### src/rtl/fft_sched_pkg.sv
// Shared types and constants for the FFT frame scheduler.
package fft_sched_pkg;

  localparam int FRAME_LEN_DEF = 16;

  localparam int ERR_SHORT   = 0;
  localparam int ERR_LONG    = 1;
  localparam int ERR_TIMEOUT = 2;

  // ST_DISCARD is the post-drain sub-mode that swallows the tail of an over-long frame.
  typedef enum logic [2:0] {
    ST_IDLE,
    ST_COLLECT,
    ST_BURST,
    ST_WAIT,
    ST_DRAIN,
    ST_DISCARD
  } state_t;

endpackage

### src/rtl/fft_rr_arbiter.sv
// Round-robin arbiter: first active request strictly after the pointer wins.
module fft_rr_arbiter #(
  parameter int N  = 4,
  parameter int IW = $clog2(N)
) (
  input  logic [N-1:0]  req,
  input  logic [IW-1:0] ptr,
  output logic [N-1:0]  grant,
  output logic [IW-1:0] id,
  output logic          valid
);

  always_comb begin
    int          pos;
    logic [IW-1:0] sel;
    grant = '0;
    id    = '0;
    valid = 1'b0;
    pos   = 0;
    sel   = '0;
    // i runs 1..N so the current owner is considered last.
    for (int i = 1; i <= N; i++) begin
      pos = (int'(ptr) + i) % N;
      sel = IW'(pos);
      if (!valid && req[sel]) begin
        valid      = 1'b1;
        grant[sel] = 1'b1;
        id         = sel;
      end
    end
  end

endmodule

### src/rtl/fft_frame_sched.sv
// Frame scheduler sharing one 16-point FFT engine among NUM_REQ AXI-Stream requesters.
module fft_frame_sched
  import fft_sched_pkg::*;
#(
  parameter int NUM_REQ   = 4,
  parameter int FRAME_LEN = FRAME_LEN_DEF,
  parameter int DATA_W    = 32,
  parameter int TIMEOUT   = 64
) (
  input  logic                       clk,
  input  logic                       rst,
  input  logic [NUM_REQ*DATA_W-1:0]  s_tdata,
  input  logic [NUM_REQ-1:0]         s_tvalid,
  input  logic [NUM_REQ-1:0]         s_tlast,
  output logic [NUM_REQ-1:0]         s_tready,
  output logic [DATA_W-1:0]          e_tdata,
  output logic                       e_tvalid,
  output logic                       e_tlast,
  input  logic [DATA_W-1:0]          e_rdata,
  input  logic                       e_rvalid,
  input  logic                       e_rlast,
  output logic [DATA_W-1:0]          m_tdata,
  output logic                       m_tvalid,
  output logic                       m_tlast,
  output logic [$clog2(NUM_REQ)-1:0] m_tdest,
  input  logic                       m_tready,
  output logic                       busy,
  output logic [2:0]                 err
);

  localparam int RW = $clog2(NUM_REQ);
  localparam int IW = $clog2(FRAME_LEN);
  localparam int TW = $clog2(TIMEOUT + 1);
  localparam logic [IW-1:0] LAST_IDX = IW'(FRAME_LEN - 1);
  localparam logic [TW-1:0] TMO_LAST = TW'(TIMEOUT - 1);

  state_t state, state_next;

  logic [RW-1:0]      gnt, rr_ptr, arb_id;
  logic [NUM_REQ-1:0] gnt_oh, arb_grant;
  logic               arb_valid;
  logic [IW-1:0]      idx;
  logic [TW-1:0]      tmo;
  logic               long_frame;
  logic [2:0]         err_q;

  logic [DATA_W-1:0]  inbuf  [FRAME_LEN];
  logic [DATA_W-1:0]  outbuf [FRAME_LEN];
  logic [DATA_W-1:0]  s_data_arr [NUM_REQ];

  logic [DATA_W-1:0]  g_data;
  logic               g_valid, g_last, at_last, tmo_hit;

  fft_rr_arbiter #(.N(NUM_REQ), .IW(RW)) u_arb (
    .req   (s_tvalid),
    .ptr   (rr_ptr),
    .grant (arb_grant),
    .id    (arb_id),
    .valid (arb_valid)
  );

  always_comb begin
    for (int r = 0; r < NUM_REQ; r++) begin
      s_data_arr[r] = s_tdata[r*DATA_W +: DATA_W];
    end
  end

  assign g_data  = s_data_arr[gnt];
  assign g_valid = s_tvalid[gnt];
  assign g_last  = s_tlast[gnt];
  assign at_last = (idx == LAST_IDX);
  assign tmo_hit = (tmo == TMO_LAST);
  assign busy    = (state != ST_IDLE);
  assign err     = err_q;

  always_ff @(posedge clk) begin
    if (rst) state <= ST_IDLE;
    else     state <= state_next;
  end

  always_comb begin
    state_next = state;
    s_tready   = '0;
    e_tvalid   = 1'b0;
    e_tdata    = '0;
    e_tlast    = 1'b0;
    m_tvalid   = 1'b0;
    m_tdata    = '0;
    m_tlast    = 1'b0;
    m_tdest    = '0;
    case (state)
      ST_IDLE: begin
        if (arb_valid) state_next = ST_COLLECT;
      end
      ST_COLLECT: begin
        s_tready = gnt_oh;
        if (g_valid && (g_last || at_last)) state_next = ST_BURST;
      end
      ST_BURST: begin
        e_tvalid = 1'b1;
        e_tdata  = inbuf[idx];
        e_tlast  = at_last;
        if (at_last) state_next = ST_WAIT;
      end
      ST_WAIT: begin
        if (e_rvalid && e_rlast)                  state_next = ST_DRAIN;
        else if (!e_rvalid && idx == '0 && tmo_hit) state_next = ST_IDLE;
      end
      ST_DRAIN: begin
        m_tvalid = 1'b1;
        m_tdata  = outbuf[idx];
        m_tlast  = at_last;
        m_tdest  = gnt;
        if (m_tready && at_last) state_next = long_frame ? ST_DISCARD : ST_IDLE;
      end
      ST_DISCARD: begin
        s_tready = gnt_oh;
        if (g_valid && g_last) state_next = ST_IDLE;
      end
      default: state_next = ST_IDLE;
    endcase
  end

  // One index counter serves as cnt/i/k/j; it is rezeroed at every phase change.
  always_ff @(posedge clk) begin
    if (rst) begin
      gnt        <= '0;
      gnt_oh     <= '0;
      rr_ptr     <= '0;
      idx        <= '0;
      tmo        <= '0;
      long_frame <= 1'b0;
      err_q      <= '0;
      for (int i = 0; i < FRAME_LEN; i++) begin
        inbuf[i]  <= '0;
        outbuf[i] <= '0;
      end
    end else begin
      case (state)
        ST_IDLE: begin
          if (arb_valid) begin
            gnt        <= arb_id;
            gnt_oh     <= arb_grant;
            rr_ptr     <= arb_id;
            idx        <= '0;
            long_frame <= 1'b0;
            // Pre-clearing gives the zero fill of short frames for free.
            for (int i = 0; i < FRAME_LEN; i++) begin
              inbuf[i]  <= '0;
              outbuf[i] <= '0;
            end
          end
        end
        ST_COLLECT: begin
          if (g_valid) begin
            inbuf[idx] <= g_data;
            if (g_last && !at_last) begin
              err_q[ERR_SHORT] <= 1'b1;
              idx              <= '0;
            end else if (at_last) begin
              idx <= '0;
              if (!g_last) begin
                err_q[ERR_LONG] <= 1'b1;
                long_frame      <= 1'b1;
              end
            end else begin
              idx <= idx + 1'b1;
            end
          end
        end
        ST_BURST: begin
          idx <= at_last ? '0 : idx + 1'b1;
          tmo <= '0;
        end
        ST_WAIT: begin
          if (e_rvalid) begin
            outbuf[idx] <= e_rdata;
            if (e_rlast) begin
              if (!at_last) err_q[ERR_SHORT] <= 1'b1;
              idx <= '0;
            end else begin
              idx <= idx + 1'b1;
            end
          end else if (idx == '0) begin
            if (tmo_hit) err_q[ERR_TIMEOUT] <= 1'b1;
            else         tmo <= tmo + 1'b1;
          end
        end
        ST_DRAIN: begin
          if (m_tready) idx <= at_last ? '0 : idx + 1'b1;
        end
        default: ;
      endcase
    end
  end

endmodule
### config.mk
export PLATFORM = sky130hd
export DESIGN_NAME = fft_frame_sched
export DESIGN_NICKNAME = d
export VERILOG_FILES = /design/src/rtl/fft_sched_pkg.sv /design/src/rtl/fft_rr_arbiter.sv /design/src/rtl/fft_frame_sched.sv
export SDC_FILE = /design/constraint.sdc
export NUM_CORES = 1
export LEC_CHECK = 0
export BUFFER_PORTS_ARGS = -buffer_cell sky130_fd_sc_hd__buf_4
export CAP_MARGIN = 25
export CELL_PAD_IN_SITES_DETAIL_PLACEMENT = 0
export CELL_PAD_IN_SITES_GLOBAL_PLACEMENT = 2
export CORE_MARGIN = 4
export CORE_UTILIZATION = 45
export CTS_CLUSTER_DIAMETER = 60
export DETAILED_ROUTE_END_ITERATION = 12
export PLACE_DENSITY = 0.78
export REMOVE_ABC_BUFFERS = 1
export SYNTH_ARGS = -nofsm -noshare
export SYNTH_HDL_FRONTEND = slang
export SYNTH_SLANG_ARGS = --single-unit
### constraint.sdc
create_clock -name clk -period 5.3 [get_ports clk]
set_input_delay 1.06 -clock clk [delete_from_list [all_inputs] [get_ports clk]]
set_output_delay 1.06 -clock clk [all_outputs]
set_load 0.01 [all_outputs]
==> impl_metrics.csv, run 1 <==
group,metric,value,unit
outcome,status,"completed",
sta,hold_violations,0,
finish,nets,3515,
cts,cts_hold_buf,0,
cts,h-tree-depth,3,
global_routing,grt_pass1_vias,29000,
logic_synthesis,synth_edf_count,1024,
sta,skew,0.0302,ns
logic_synthesis,postSynthCellCount,3122,
floorplan,die_w,334,um
global_routing,grt_usage,23.2,%
placement,port_buffers,250,
critical_path,critical_path.cell_chain,"buf_4, mux4_2, mux4_2, and2_1, buf_4",
worst_hold_path,worstHoldStart,"tmo[6]",
critical_path,crit_required,4.24,ns
floorplan,die_area,112000,um2
cts,cts_max_path_buffers,3,
cts,path_clk_slew,0.06,ns
sta,slew_headroom,31.3,%
detailed_routing,vias,27700,
finish,fin_util,52.2,%
logic_synthesis,synth-seq-cells,1052,
floorplan,coreArea,105000,um2
logic_synthesis,synthFlopType,"edfxtp_1",
detailed_routing,dr_wl_met2,65900,um
finish,n_fill_cell,8663,
worst_hold_path,hold_path_class,"reg -> reg",
global_routing,antenna_found_initial,5,
pwr,vdd_drop_max,0.000334,V
pwr,p_leak,20.6,nW
sta,period_share,85.5,%
floorplan,io_pins,251,
critical_path,cp_data_arrival_time,3.47,ns
pwr,p_per_area,509,nW/um2
cts,cts.sinks,1052,
critical_path,max_stage_delay,0.82,ns
critical_path,startpoint_type,"register",
cts,root_buffer,"clkbuf_16",
floorplan,initial_utilization,45.4,%
placement,place.gp.congestion,0.769,
finish,multi_input_area,15600,um2
sta,timing.final.ws_setup,0.770,ns
detailed_routing,drc,0,
sta,setup-tns-final,0,ns
sta,setup_viol,0,
sta,tightest_slew,1.03,ns
worst_hold_path,hold_depth,1,
logic_synthesis,yosys_warnings,0,
critical_path,path_buf_inv,2,
detailed_routing,wl_per_cell,26.7,um
placement,placed_cells,4597,
cts,postCtsSetupRepairBufs,0,
finish,final-seq-area,31300,um2
floorplan,num_rows,119,
finish,finalNonFillerCells,4812,
global_routing,grt_pass1_wl,192000,um
logic_synthesis,avgSynthCellArea,15.3,um2
sta,min_period,4.53,ns
finish,drive_gt1_share,27.9,%
cts,cts_tree,"yes",
detailed_routing,met1_length,51000,um
critical_path,r2r_start,"rr_ptr[0]",
critical_path,critical_path_class,"reg -> out",
worst_hold_path,worstHoldEndpoint,"tmo[6]",
detailed_routing,postRouteAntennaNets,0,
sta,report.final.slew_viol_count,0,
detailed_routing,top_layer_used,"met5",
floorplan,die_height,334,um
detailed_routing,drt_pass1_iterations,6,
sta,max_freq,0.221,GHz
job,max_cap_viol_count,0,
cts,numCtsBuffers,112,
critical_path,cp-end-kind,"output pin",
detailed_routing,via_per_inst,5.75,
finish,area_delta_synth_final,15.2,%
critical_path,crit_fanout,30,
detailed_routing,wl_met3,8250,um
sta,rsz0062_at_grt,"false",
cts,insertion_delay,0.69,ns
logic_synthesis,seq_area_frac_synth,65.5,%
critical_path,cp_top_family,"multiplexers",
logic_synthesis,syn_area,47800,um2
global_routing,grt_max_degree,50,
critical_path,reg2reg_depth,5,
pwr,power,28.0,mW
placement,hpwl,74800,um
global_routing,overflow,0,
critical_path,cpMaxStageDelayCell,"dfxtp_4",
detailed_routing,routed_wl,129000,um
cts,post_cts_resized,0,
critical_path,r2r-end,"inbuf[1][20]",
logic_synthesis,async_flop_share,0,%
placement,post-place-ws,1.08,ns
critical_path,reg2reg_slack,1.58,ns
detailed_routing,drt_iter0_drc,2784,
logic_synthesis,synth_cell_types,55,
[per-layer routing]
layer	up-vias	track usage (%)
met3	211	3.81
met5	-	0
met1	14400	30.5
li1	12000	-
met4	2	6.02
met2	1102	40.5
[kinds of logic (layout without fill, tap and decap cells)]
family,Yosys count,after routing,share of synthesized area (%)
and+or+nand+nor,1282,1282,13.6
AOI/OAI and AO/OA,98,98,1.23
adders and majority gates,13,13,0.340
buffers and inverters,282,578,2.49
xor gates and xnor gates,4,4,0.0733
muxes,391,391,16.8
other,0,3,0
DFF,1052,1052,65.5
[state kept, by name (all words and copies together) (netlist names), named ones only]
| register | flops |
|---|---|
| err | 3 |
| gnt_oh | 4 |
| idx | 4 |
| inbuf | 512 |
| long_frame | 1 |
| outbuf | 512 |
| rr_ptr | 2 |
| state | 3 |
| tmo | 7 |
[through the flow]
step	hold slack [ns]	area, um2
after detailed placement	0.463	51500
after floorplan	0.440	46600
after global routing	0.488	55100
after global placement	0.447	51400
after CTS	0.473	54900
final	0.471	55100
[cells in the final DEF (no fill, tap or decap), drive strengths merged, types with 20 or more instances in the layout]
| cell type | instances |
|---|---|
| edfxtp | 1024 |
| dfxtp | 28 |
| o21ai | 53 |
| buf | 368 |
| mux2 | 33 |
| mux4 | 325 |
| and2 | 551 |
| mux2i | 33 |
| clkinv | 43 |
| nand3 | 20 |
| nor2 | 549 |
| clkbuf | 149 |
| nand2 | 74 |
| and3 | 34 |
[synth_stat cells (all sizes together) (5+ instances only)]
library cell	n	share of area, %
edfxtp	1024	64
and2	551	7.2
nor2	549	4.3
mux4	325	15
clkbuf	193	1.5
buf	82	0.92
nand2	74	0.61
o21ai	53	0.55
and3	34	0.44
mux2	33	0.78
mux2i	33	0.69
dfxtp	28	1.2
nand3	20	0.26
a21oi	15	0.16
ha	13	0.34
nand2b	12	0.16
nor3	11	0.12
nor2b	9	0.12
inv	7	0.055
a221oi	6	0.11
or3	6	0.079
nand4	5	0.065
[worst max path at each step]
stage | start | to | slack (ns) | cells past startpoint
final | register | e_tdata[15] | 0.77 | 5
after global routing | register | e_tdata[18] | 0.55 | 5
after CTS | register | e_tdata[18] | 0.66 | 5
after detailed placement | s_tvalid[2] | inbuf[1][22] | 1.08 | 6
after global placement | s_tvalid[2] | inbuf[1][31] | 1.11 | 6
after floorplan | register | e_tdata[0] | -7.52 | 3
[area by class of cell]
class                      instances  share of cell area, %
sequential                      1052                   56.9
multi-input combinational       1788                   28.3
clock buffer                     149                   5.49
timing repair buffer             368                   5.44
tap                             1391                   3.16
clock inverter                    54                  0.654
inverter                           7                 0.0477
antenna                            3                 0.0136
[where the power goes]
part | switching [mW] | internal (mW)
logic | 4.64 | 2.97
clock network | 3.19 | 4.13
registers | 0.814 | 12.3
[worst register-to-register path, stage by stage, from the launching register on]
cell     delay [ns]
dfxtp_4        0.66
mux4_2         0.42
nor3b_4        0.56
and2_4         0.30
nand3_4        0.44
nand2_2        0.95
Note: power is estimated with default switching activity, not from simulation.
==> inputs of run 2 (changes only) <==
--- a/config.mk
+++ b/config.mk
@@ -5,16 +5,18 @@
 export SDC_FILE = /design/constraint.sdc
 export NUM_CORES = 1
 export LEC_CHECK = 0
+export ABC_AREA = 1
 export BUFFER_PORTS_ARGS = -buffer_cell sky130_fd_sc_hd__buf_4
 export CAP_MARGIN = 25
 export CELL_PAD_IN_SITES_DETAIL_PLACEMENT = 0
 export CELL_PAD_IN_SITES_GLOBAL_PLACEMENT = 2
 export CORE_MARGIN = 4
-export CORE_UTILIZATION = 45
+export CORE_UTILIZATION = 40
 export CTS_CLUSTER_DIAMETER = 60
 export DETAILED_ROUTE_END_ITERATION = 12
 export PLACE_DENSITY = 0.78
 export REMOVE_ABC_BUFFERS = 1
 export SYNTH_ARGS = -nofsm -noshare
 export SYNTH_HDL_FRONTEND = slang
+export SYNTH_HIERARCHICAL = 1
 export SYNTH_SLANG_ARGS = --single-unit
==> run 2 against run 1 <==
Net effect: die area grew 13%; final area hardly changed; synthesized cell count increased by 53%; sequential share of layout area is essentially flat; maximum frequency is 1.3% lower; hold slack worse by 0.018 ns; sequential cell count unchanged; via count up 29%; setup slack lost 0.059 ns; largest power group unchanged.
==> impl_metrics.csv, run 2 <==
group,metric,value,unit
logic_synthesis,synth-xor-area-share,0.0730,%
cts,root_buffer,"clkbuf_16",
finish,layout_common_cells,"nor2_1, edfxtp_1, o21ai_0",
finish,multi_input_area,14900,um2
critical_path,cpMaxStageDelayCell,"dfxtp_4",
logic_synthesis,synth-simple-area-share,17.8,%
sta,rsz0062_at_grt,"false",
logic_synthesis,synth-compound-area-share,12.3,%
detailed_routing,drt_iter0_drc,3313,
placement,placed_cells,6300,
critical_path,critical_path_class,"reg -> out",
critical_path,crit_top_cell,"o211ai_1",
floorplan,die_area,126000,um2
global_routing,grt_max_degree,186,
critical_path,cp-end-kind,"output pin",
logic_synthesis,synth_cell_types,36,
logic_synthesis,synth_top_family_by_area,"simple AND/OR/NAND/NOR gates",
floorplan,die_w,354,um
critical_path,crit_fanout,185,
logic_synthesis,synth_edf_count,1024,
cts,cts_max_path_buffers,3,
cts,path_clk_slew,0.06,ns
global_routing,met1_usage,34.7,%
cts,cts_hold_buf,0,
job,max_cap_viol_count,0,
cts,numCtsBuffers,117,
cts,post_cts_resized,0,
finish,fin_util,46.5,%
logic_synthesis,postSynthCellCount,4776,
finish,n_fill_cell,11200,
detailed_routing,wl_per_cell,23.1,um
finish,nets,5014,
detailed_routing,postRouteAntennaNets,0,
logic_synthesis,avgSynthCellArea,10.1,um2
logic_synthesis,yosysTopAreaCellShare,64.1,%
worst_hold_path,hold_path_class,"reg -> reg",
global_routing,antenna_found_initial,0,
critical_path,crit_required,4.24,ns
finish,final_common_cell,"nor2_1",
finish,area_delta_synth_final,14.8,%
logic_synthesis,synth_top_area_cell,"edfxtp_1",
detailed_routing,vias,35600,
cts,postCtsSetupRepairBufs,0,
sta,period_share,86.6,%
global_routing,overflow,0,
cts,insertion_delay,0.69,ns
detailed_routing,routed_wl,151000,um
critical_path,critical_path.cell_chain,"buf_12, o21ai_0, o211ai_1, o211ai_1, a21oi_1, buf_4",
floorplan,die_height,354,um
placement,place_area,51200,um2
global_routing,grt_pass1_vias,34600,
pwr,power,29.9,mW
logic_synthesis,synth.area.top_cells,"edfxtp_1, nor2_1, o21ai_0, o211ai_1, clkbuf_1",
sta,report.final.slew_viol_count,0,
logic_synthesis,synthAdderAreaFrac,0.365,%
logic_synthesis,synthTopCellsByCount,"nor2_1, edfxtp_1, o21ai_0, clkbuf_1, o211ai_1",
finish,finalNonFillerCells,6521,
logic_synthesis,synthMuxAreaShare,0,%
sta,max_freq,0.218,GHz
cts,cts.sinks,1052,
detailed_routing,via_per_inst,5.46,
sta,slew_headroom,27.4,%
global_routing,grt_pass1_wl,226000,um
sta,min_period,4.59,ns
finish,final-seq-area,31300,um2
placement,place.gp.congestion,0.771,
global_routing,busiest_layer,"met2",
logic_synthesis,seq_area_frac_synth,65.2,%
finish,drive_gt1_share,12.3,%
finish,diodes,0,
floorplan,initial_utilization,40.5,%
sta,setup_viol,0,
finish,fin_area,55100,um2
cts,cts_tree,"yes",
floorplan,coreArea,119000,um2
global_routing,grt_use_met3,2.84,%
detailed_routing,drt_pass1_iterations,5,
logic_synthesis,synthFlopType,"edfxtp_1",
global_routing,use_met2,37.1,%
critical_path,startpoint_type,"register",
logic_synthesis,yosys_warnings,6,
sta,hold_violations,0,
detailed_routing,drc,0,
floorplan,io_pins,251,
logic_synthesis,synth-seq-cells,1052,
finish,top_regs,"inbuf: 512 flops, outbuf: 512 flops, tmo: 7 flops",
floorplan,num_rows,126,
sta,tightest_slew,1.09,ns
sta,skew,0.0232,ns
critical_path,cp_data_arrival_time,3.53,ns
placement,hpwl,86000,um
pwr,vdd_drop_max,0.000462,V
pwr,p_leak,21.5,nW
outcome,status,"completed",
logic_synthesis,syn_area,48000,um2
logic_synthesis,yosysMostFrequentCell,"nor2_1",
global_routing,grt_usage,23.5,%
pwr,p_per_area,543,nW/um2
logic_synthesis,async_flop_share,0,%
placement,port_buffers,250,
sta,setup-tns-final,0,ns
critical_path,max_stage_delay,0.69,ns
cts,h-tree-depth,3,
[run 2: power by group]
| part | total, mW | switching (mW) | internal, mW |
|---|---|---|---|
| clock network | 7.82 | 3.34 | 4.48 |
| logic | 8.80 | 6.66 | 2.14 |
| registers | 13.3 | 0.800 | 12.5 |
[run 2: final timing paths]
kind                                 from        endpoint  slack, ns  cells after the start
worst max-delay path             register      m_tdata[0]       0.71                      6
worst min-delay path               tmo[6]          tmo[6]       0.45                      1
worst max register to register  rr_ptr[1]  outbuf[13][10]       1.14                     15
worst min register to register     tmo[6]          tmo[6]       0.45                      1
[run 2: logic make-up after synthesis]
logic type               count (synthesis)
buffers and inverters                  492
XOR/XNOR                                 4
adder cells (fa/ha/maj)                 14
AND/OR/NAND/NOR                       2200
AO/OA/AOI/OAI                         1014
flip-flops                            1052
[run 2: final cells by class]
cell class	instances	area share, %
sequential	1052	56.9
multi-input combinational	3232	27.0
clock buffer	149	5.65
timing repair buffer	345	5.32
tap	1600	3.63
clock inverter	64	0.974
inverter	79	0.579
[run 2: worst max-delay path: cells and delay by family, from the launching register on]
kind / cells / cell delay (ns)
flip-flops: 1 / 0.69
buffers and inverters: 2 / 0.70
AO/OA/AOI/OAI: 4 / 1.08
[run 2: per-stage QoR]
| step | setup WS [ns] | hold WS (ns) |
|---|---|---|
| after floorplan | -14.30 | 0.422 |
| after global placement | 0.887 | 0.439 |
| after detailed placement | 0.887 | 0.448 |
| after CTS | 0.626 | 0.457 |
| after global routing | 0.469 | 0.480 |
| final | 0.711 | 0.453 |
[run 2: metal layers]
metal	up-vias	routed length, um
met5	-	0
met4	0	3220
met3	171	8410
met2	1099	69100
met1	17700	69800
li1	16600	-
